File: src/rtl/display_pkg.sv
// Shared types and constants for the hex display word queue.
// Provides WORD_W, the controller state enum and width helpers.
package display_pkg;

  localparam int WORD_W = 16;

  typedef enum logic {
    IDLE = 1'b0,
    HOLD = 1'b1
  } state_e;

  // Occupancy counter width: must represent 0..depth inclusive.
  function automatic int occ_w(input int depth);
    return $clog2(depth + 1);
  endfunction

  // Dwell timer width: holds hold-1, never narrower than 1 bit.
  function automatic int tmr_w(input int hold);
    return (hold > 1) ? $clog2(hold) : 1;
  endfunction

endpackage

File: src/rtl/display_word_queue_fifo.sv
// word_fifo: synchronous circular FIFO with flush.
// Ports: clk, reset_n, push, pop, din, dout, count, full, empty, flush.
module word_fifo
  import display_pkg::*;
#(
  parameter int DEPTH = 4,
  parameter int W     = WORD_W
) (
  input  logic                      clk,
  input  logic                      reset_n,
  input  logic                      push,
  input  logic                      pop,
  input  logic                      flush,
  input  logic [W-1:0]              din,
  output logic [W-1:0]              dout,
  output logic [occ_w(DEPTH)-1:0]   count,
  output logic                      full,
  output logic                      empty
);

  localparam int CW = occ_w(DEPTH);
  localparam int PW = (DEPTH > 1) ? $clog2(DEPTH) : 1;

  logic [W-1:0]  mem_q [DEPTH];
  logic [PW-1:0] rd_q, rd_d;
  logic [PW-1:0] wr_q, wr_d;
  logic [CW-1:0] cnt_q, cnt_d;
  logic          do_push;
  logic          do_pop;

  assign full    = (cnt_q == CW'(DEPTH));
  assign empty   = (cnt_q == '0);
  assign count   = cnt_q;
  assign dout    = mem_q[rd_q];
  assign do_push = push && !full && !flush;
  assign do_pop  = pop && !empty && !flush;

  // Power-of-two depth: pointers wrap by natural overflow.
  always_comb begin
    rd_d  = rd_q;
    wr_d  = wr_q;
    cnt_d = cnt_q;
    if (flush) begin
      rd_d  = '0;
      wr_d  = '0;
      cnt_d = '0;
    end else begin
      if (do_push) wr_d = wr_q + PW'(1);
      if (do_pop)  rd_d = rd_q + PW'(1);
      unique case ({do_push, do_pop})
        2'b10:   cnt_d = cnt_q + CW'(1);
        2'b01:   cnt_d = cnt_q - CW'(1);
        default: cnt_d = cnt_q;
      endcase
    end
  end

  always_ff @(posedge clk or negedge reset_n) begin
    if (!reset_n) begin
      rd_q  <= '0;
      wr_q  <= '0;
      cnt_q <= '0;
    end else begin
      rd_q  <= rd_d;
      wr_q  <= wr_d;
      cnt_q <= cnt_d;
    end
  end

  always_ff @(posedge clk) begin
    if (do_push) mem_q[wr_q] <= din;
  end

endmodule

File: src/rtl/display_word_queue.sv
// Word queue feeding the 4-digit hex display; each word dwells HOLD_CYCLES.
// Ports: clk, reset_n, in_valid/in_word/in_ready, flush, word, showing, count.
module display_word_queue
  import display_pkg::*;
#(
  parameter int DEPTH       = 4,
  parameter int HOLD_CYCLES = 50000000
) (
  input  logic                    clk,
  input  logic                    reset_n,
  input  logic                    in_valid,
  input  logic [WORD_W-1:0]       in_word,
  output logic                    in_ready,
  input  logic                    flush,
  output logic [WORD_W-1:0]       word,
  output logic                    showing,
  output logic [occ_w(DEPTH)-1:0] count
);

  localparam int TW = tmr_w(HOLD_CYCLES);
  localparam logic [TW-1:0] HOLD_LD = TW'(HOLD_CYCLES - 1);

  state_e            state_q;
  logic [TW-1:0]     tmr_q;
  logic [WORD_W-1:0] word_q;
  logic              show_q;

  logic [WORD_W-1:0] head;
  logic              full;
  logic              empty;
  logic              push;
  logic              pop;

  assign in_ready = !full;
  assign push     = in_valid && in_ready && !flush;

  // Pop decisions use registered occupancy only; a word arriving on
  // the expiry edge is picked up from IDLE one cycle later.
  assign pop = !flush && !empty &&
               ((state_q == IDLE) || (tmr_q == '0));

  word_fifo #(
    .DEPTH (DEPTH),
    .W     (WORD_W)
  ) u_fifo (
    .clk     (clk),
    .reset_n (reset_n),
    .push    (push),
    .pop     (pop),
    .flush   (flush),
    .din     (in_word),
    .dout    (head),
    .count   (count),
    .full    (full),
    .empty   (empty)
  );

  always_ff @(posedge clk or negedge reset_n) begin
    if (!reset_n) begin
      state_q <= IDLE;
      tmr_q   <= '0;
      word_q  <= '0;
      show_q  <= 1'b0;
    end else if (flush) begin
      state_q <= IDLE;
      tmr_q   <= '0;
      show_q  <= 1'b0;
    end else begin
      unique case (state_q)
        IDLE: begin
          if (pop) begin
            word_q  <= head;
            tmr_q   <= HOLD_LD;
            state_q <= HOLD;
            show_q  <= 1'b1;
          end
        end
        HOLD: begin
          if (tmr_q != '0) begin
            tmr_q <= tmr_q - TW'(1);
          end else if (pop) begin
            word_q <= head;
            tmr_q  <= HOLD_LD;
          end else begin
            state_q <= IDLE;
            show_q  <= 1'b0;
          end
        end
        default: begin
          state_q <= IDLE;
          show_q  <= 1'b0;
        end
      endcase
    end
  end

  assign word    = word_q;
  assign showing = show_q;

endmodule

File: config.mk
export PLATFORM = sky130hd
export DESIGN_NAME = display_word_queue
export DESIGN_NICKNAME = d
export VERILOG_FILES = /design/src/rtl/display_pkg.sv /design/src/rtl/display_word_queue_fifo.sv /design/src/rtl/display_word_queue.sv
export SDC_FILE = /design/constraint.sdc
export NUM_CORES = 1
export LEC_CHECK = 0
export ABC_AREA = 1
export ABC_CLOCK_PERIOD_IN_PS = 3000
export CAP_MARGIN = 10
export CORE_AREA = 8 8 124 126
export CTS_BUF_LIST = sky130_fd_sc_hd__clkbuf_4
export DETAILED_ROUTE_END_ITERATION = 8
export DIE_AREA = 0 0 132 134
export GPL_ROUTABILITY_DRIVEN = 0
export PLACE_DENSITY = 0.68
export RECOVER_POWER = 25
export SLEW_MARGIN = 20
export SYNTH_ARGS = -nofsm -noshare
export SYNTH_HDL_FRONTEND = slang
export SYNTH_SLANG_ARGS = --single-unit
File: constraint.sdc
create_clock -name clk -period 3 [get_ports clk]
set_input_delay 0.3 -clock clk [delete_from_list [all_inputs] [get_ports clk]]
set_output_delay 0.3 -clock clk [all_outputs]
set_load 0.01 [all_outputs]
==> impl_metrics.env <==
export IMPL_cp_arrival_ps=2900
export IMPL_synth_top_family_by_area="simple AND/OR/NAND/NOR gates"
export IMPL_layout_common_cells="113 x nor2_1, 72 x o21ai_0, 64 x edfxtp_1"
export IMPL_design_area_sq_um=6140
export IMPL_wl_per_cell_um=15.5
export IMPL_power_density_nw_per_um2=942
export IMPL_grt_usage_pct=14.0
export IMPL_syn_inst=518
export IMPL_area_growth_pct=17.6
export IMPL_cts_max_level=4
export IMPL_p_leak_uw=0.00248
export IMPL_yosys_warnings=0
export IMPL_yosysUniqueCellTypes=35
export IMPL_fin_crit_sh_pct=81.3
export IMPL_muxShareOfSynthArea_pct=0
export IMPL_cts_setup_buffers=0
export IMPL_reg2reg_from="tmr_q[0]"
export IMPL_power_share_clock_pct=21.9
export IMPL_fmax_mhz=410
export IMPL_cts_buffer_depth=2
export IMPL_routed_wl_mm=11.8
export IMPL_dp_hpwl_mm=7.70
export IMPL_detail_route_iter0_violations=286
export IMPL_fin_worst_skew_ps=19.5
export IMPL_rows=43
export IMPL_postRouteAntennaNets=0
export IMPL_core_sq_um=13500
export IMPL_slew_viol_final=0
export IMPL_holdBufCountCts=1
export IMPL_power_frac_comb_pct=39.4
export IMPL_antenna_cells=0
export IMPL_die_x_um=132
export IMPL_final_nets=596
export IMPL_hold_viol_final=0
export IMPL_vias_per_cell=5.02
export IMPL_cts_resized_gates=0
export IMPL_ys_async_sr_fraction_pct=44.3
export IMPL_internal_power_uw=3400
export IMPL_initial_utilization_pct=38.7
export IMPL_synth_seq_cells=115
export IMPL_drc_errors=0
export IMPL_synthAdderAreaFrac_pct=1.58
export IMPL_drive_above_1_share_pct=12.7
export IMPL_switching_power_uw=2390
export IMPL_hp_class="in -> async"
export IMPL_worstMarginPinSlew_ps=985
export IMPL_seqCellArea_sq_um=3200
export IMPL_grt_pass1_wl_mm=19.4
export IMPL_clk_latency_ps=530
export IMPL_root_buffer="clkbuf_4"
export IMPL_path_class="reg -> reg"
export IMPL_required_ps=3470
export IMPL_switching_share_pct=41.3
export IMPL_relSlewSlack_pct=34.3
export IMPL_rsz0062_at_grt="false"
export IMPL_portBuffers=40
export IMPL_setup_viol=0
export IMPL_whs_ps=236
export IMPL_synthXorXnorAreaFrac_pct=3.52
export IMPL_syn_cell_area_sq_um=5220
export IMPL_multi_input_area_sq_um=1730
export IMPL_fillers=1241
export IMPL_end_kind="flip-flop"
export IMPL_cts_inserted_buffers=17
export IMPL_vias=3828
export IMPL_cp_start_kind="flip-flop"
export IMPL_yosysSeqAreaShare_pct=61.2
export IMPL_final_common_cell="nor2_1"
export IMPL_postSynthAreaPerCell_sq_um=10.1
export IMPL_die_area_sq_um=17700
export IMPL_status="completed"
export IMPL_ios=41
export IMPL_setup_tns_ps=0
export IMPL_cts_tree="yes"
export IMPL_stdcell_count=763
export IMPL_place_area_sq_um=5820
export IMPL_grt_max_degree=40
export IMPL_synth_compound_area_share_pct=10.6
export IMPL_dp_cells=730
export IMPL_drt_pass1_iter_count=5
export IMPL_synthFlopType="edfxtp_1"
export IMPL_startpoint="tmr_q[0]"
export IMPL_antenna_found_initial=0
export IMPL_synth_edf_count=64
export IMPL_synth_nets=544
export IMPL_die_h_um=134
export IMPL_grt_overflow_total=0
export IMPL_synthSimpleGateAreaFrac_pct=17.4
export IMPL_worstPathMaxFanout=12
export IMPL_sequentialPowerShare_pct=38.7
export IMPL_first_global_vias=3927
export IMPL_clock_sinks=115
export IMPL_irDropWorstVdd_uv=435
export IMPL_drv_cap=0
export IMPL_path_clk_slew_ps=130
export IMPL_min_period_ps=2440
[metal layers]
| layer | vias to the layer above | part of all wire (%) | track usage (%) |
|---|---|---|---|
| met4 | 0 | 1.5 | 5.17 |
| met5 | - | 0 | 0 |
| li1 | 1868 | - | - |
| met1 | 1833 | 44 | 16.4 |
| met3 | 16 | 6.0 | 4.49 |
| met2 | 111 | 48 | 23.6 |
[Yosys cell counts, drive strengths merged, types with 2 or more instances]
master,count,share of area [%]
nor2,119,8.9
o21ai,73,7.0
edfxtp,64,37
dfrtp,51,24
nand2,46,3.8
inv,45,3.3
nand3,21,2.3
xor2,18,3.0
a31oi,17,2.0
clkbuf,13,0.96
nor3,12,1.3
buf,8,1.4
nand4,6,0.72
a21oi,5,0.48
ha,5,1.2
o22ai,5,0.60
xnor2,3,0.50
nor4,2,0.24
[critical path, cell delays in order, from the launching register on]
cell,delay (ps)
dfrtp_1,360
inv_1,80
ha_1,240
nand2_1,90
nor2_2,40
nand2_2,130
nor2_4,60
nand2_2,90
nand2_4,130
nand3_4,120
inv_1,60
fa_1,370
xnor2_1,230
nand4_1,130
nand2_1,100
nand3_1,60
nand2_1,70
[worst paths after layout]
check                                endpoint  slack (ps)  cells after the start
hold reg to reg                       showing         500                      2
setup / recovery              u_fifo.count[2]         560                     16
min in group clk           u_fifo.mem_q[1][3]         450                      1
max in group asynchronous           tmr_q[10]        2130                      3
hold / removal                      tmr_q[21]         240                      2
setup reg to reg              u_fifo.count[2]         560                     16
[layout make-up]
type,count,share of cell area (%)
inverter,46,2.85
sequential,115,52.1
multi-input combinational,336,28.1
tap,180,3.67
timing repair buffer,54,8.19
clock buffer,17,2.08
clock inverter,15,3.01
[power groups by stage]
stage / Clock (uW) / Sequential [uW] / Combinational (uW)
CTS: 1290 / 2240 / 2280
detailed placement: 0 / 2270 / 2270
floorplan: 0 / 2250 / 1560
global placement: 0 / 2270 / 2220
finish: 1270 / 2240 / 2280
global route: 1360 / 2280 / 2560
[stage by stage]
step                util, %  setup WS (ps)  power (uW)
CTS                    45.5            602        5810
global placement       43.1            681        4490
floorplan                 -            813        3810
finish                 45.5            561        5790
global route           45.5            394        6210
detailed placement     43.1            562        4550
[sequential cells by signal (all words and copies together), names as in the netlist]
register / count
u_fifo.count: 3
u_fifo.mem_q: 64
showing: 1
state_q: 1
word: 16
tmr_q: 26
u_fifo.rd_q: 2
u_fifo.wr_q: 2
[cells by family (layout without fill, tap and decap cells)]
logic type | count (synthesis) | count (layout)
compound gates | 103 | 103
xor+xnor | 21 | 21
fa+ha+maj | 6 | 6
buf+inv | 67 | 132
flops | 115 | 115
simple gates | 206 | 206
Note: power is estimated with default switching activity, not from simulation.
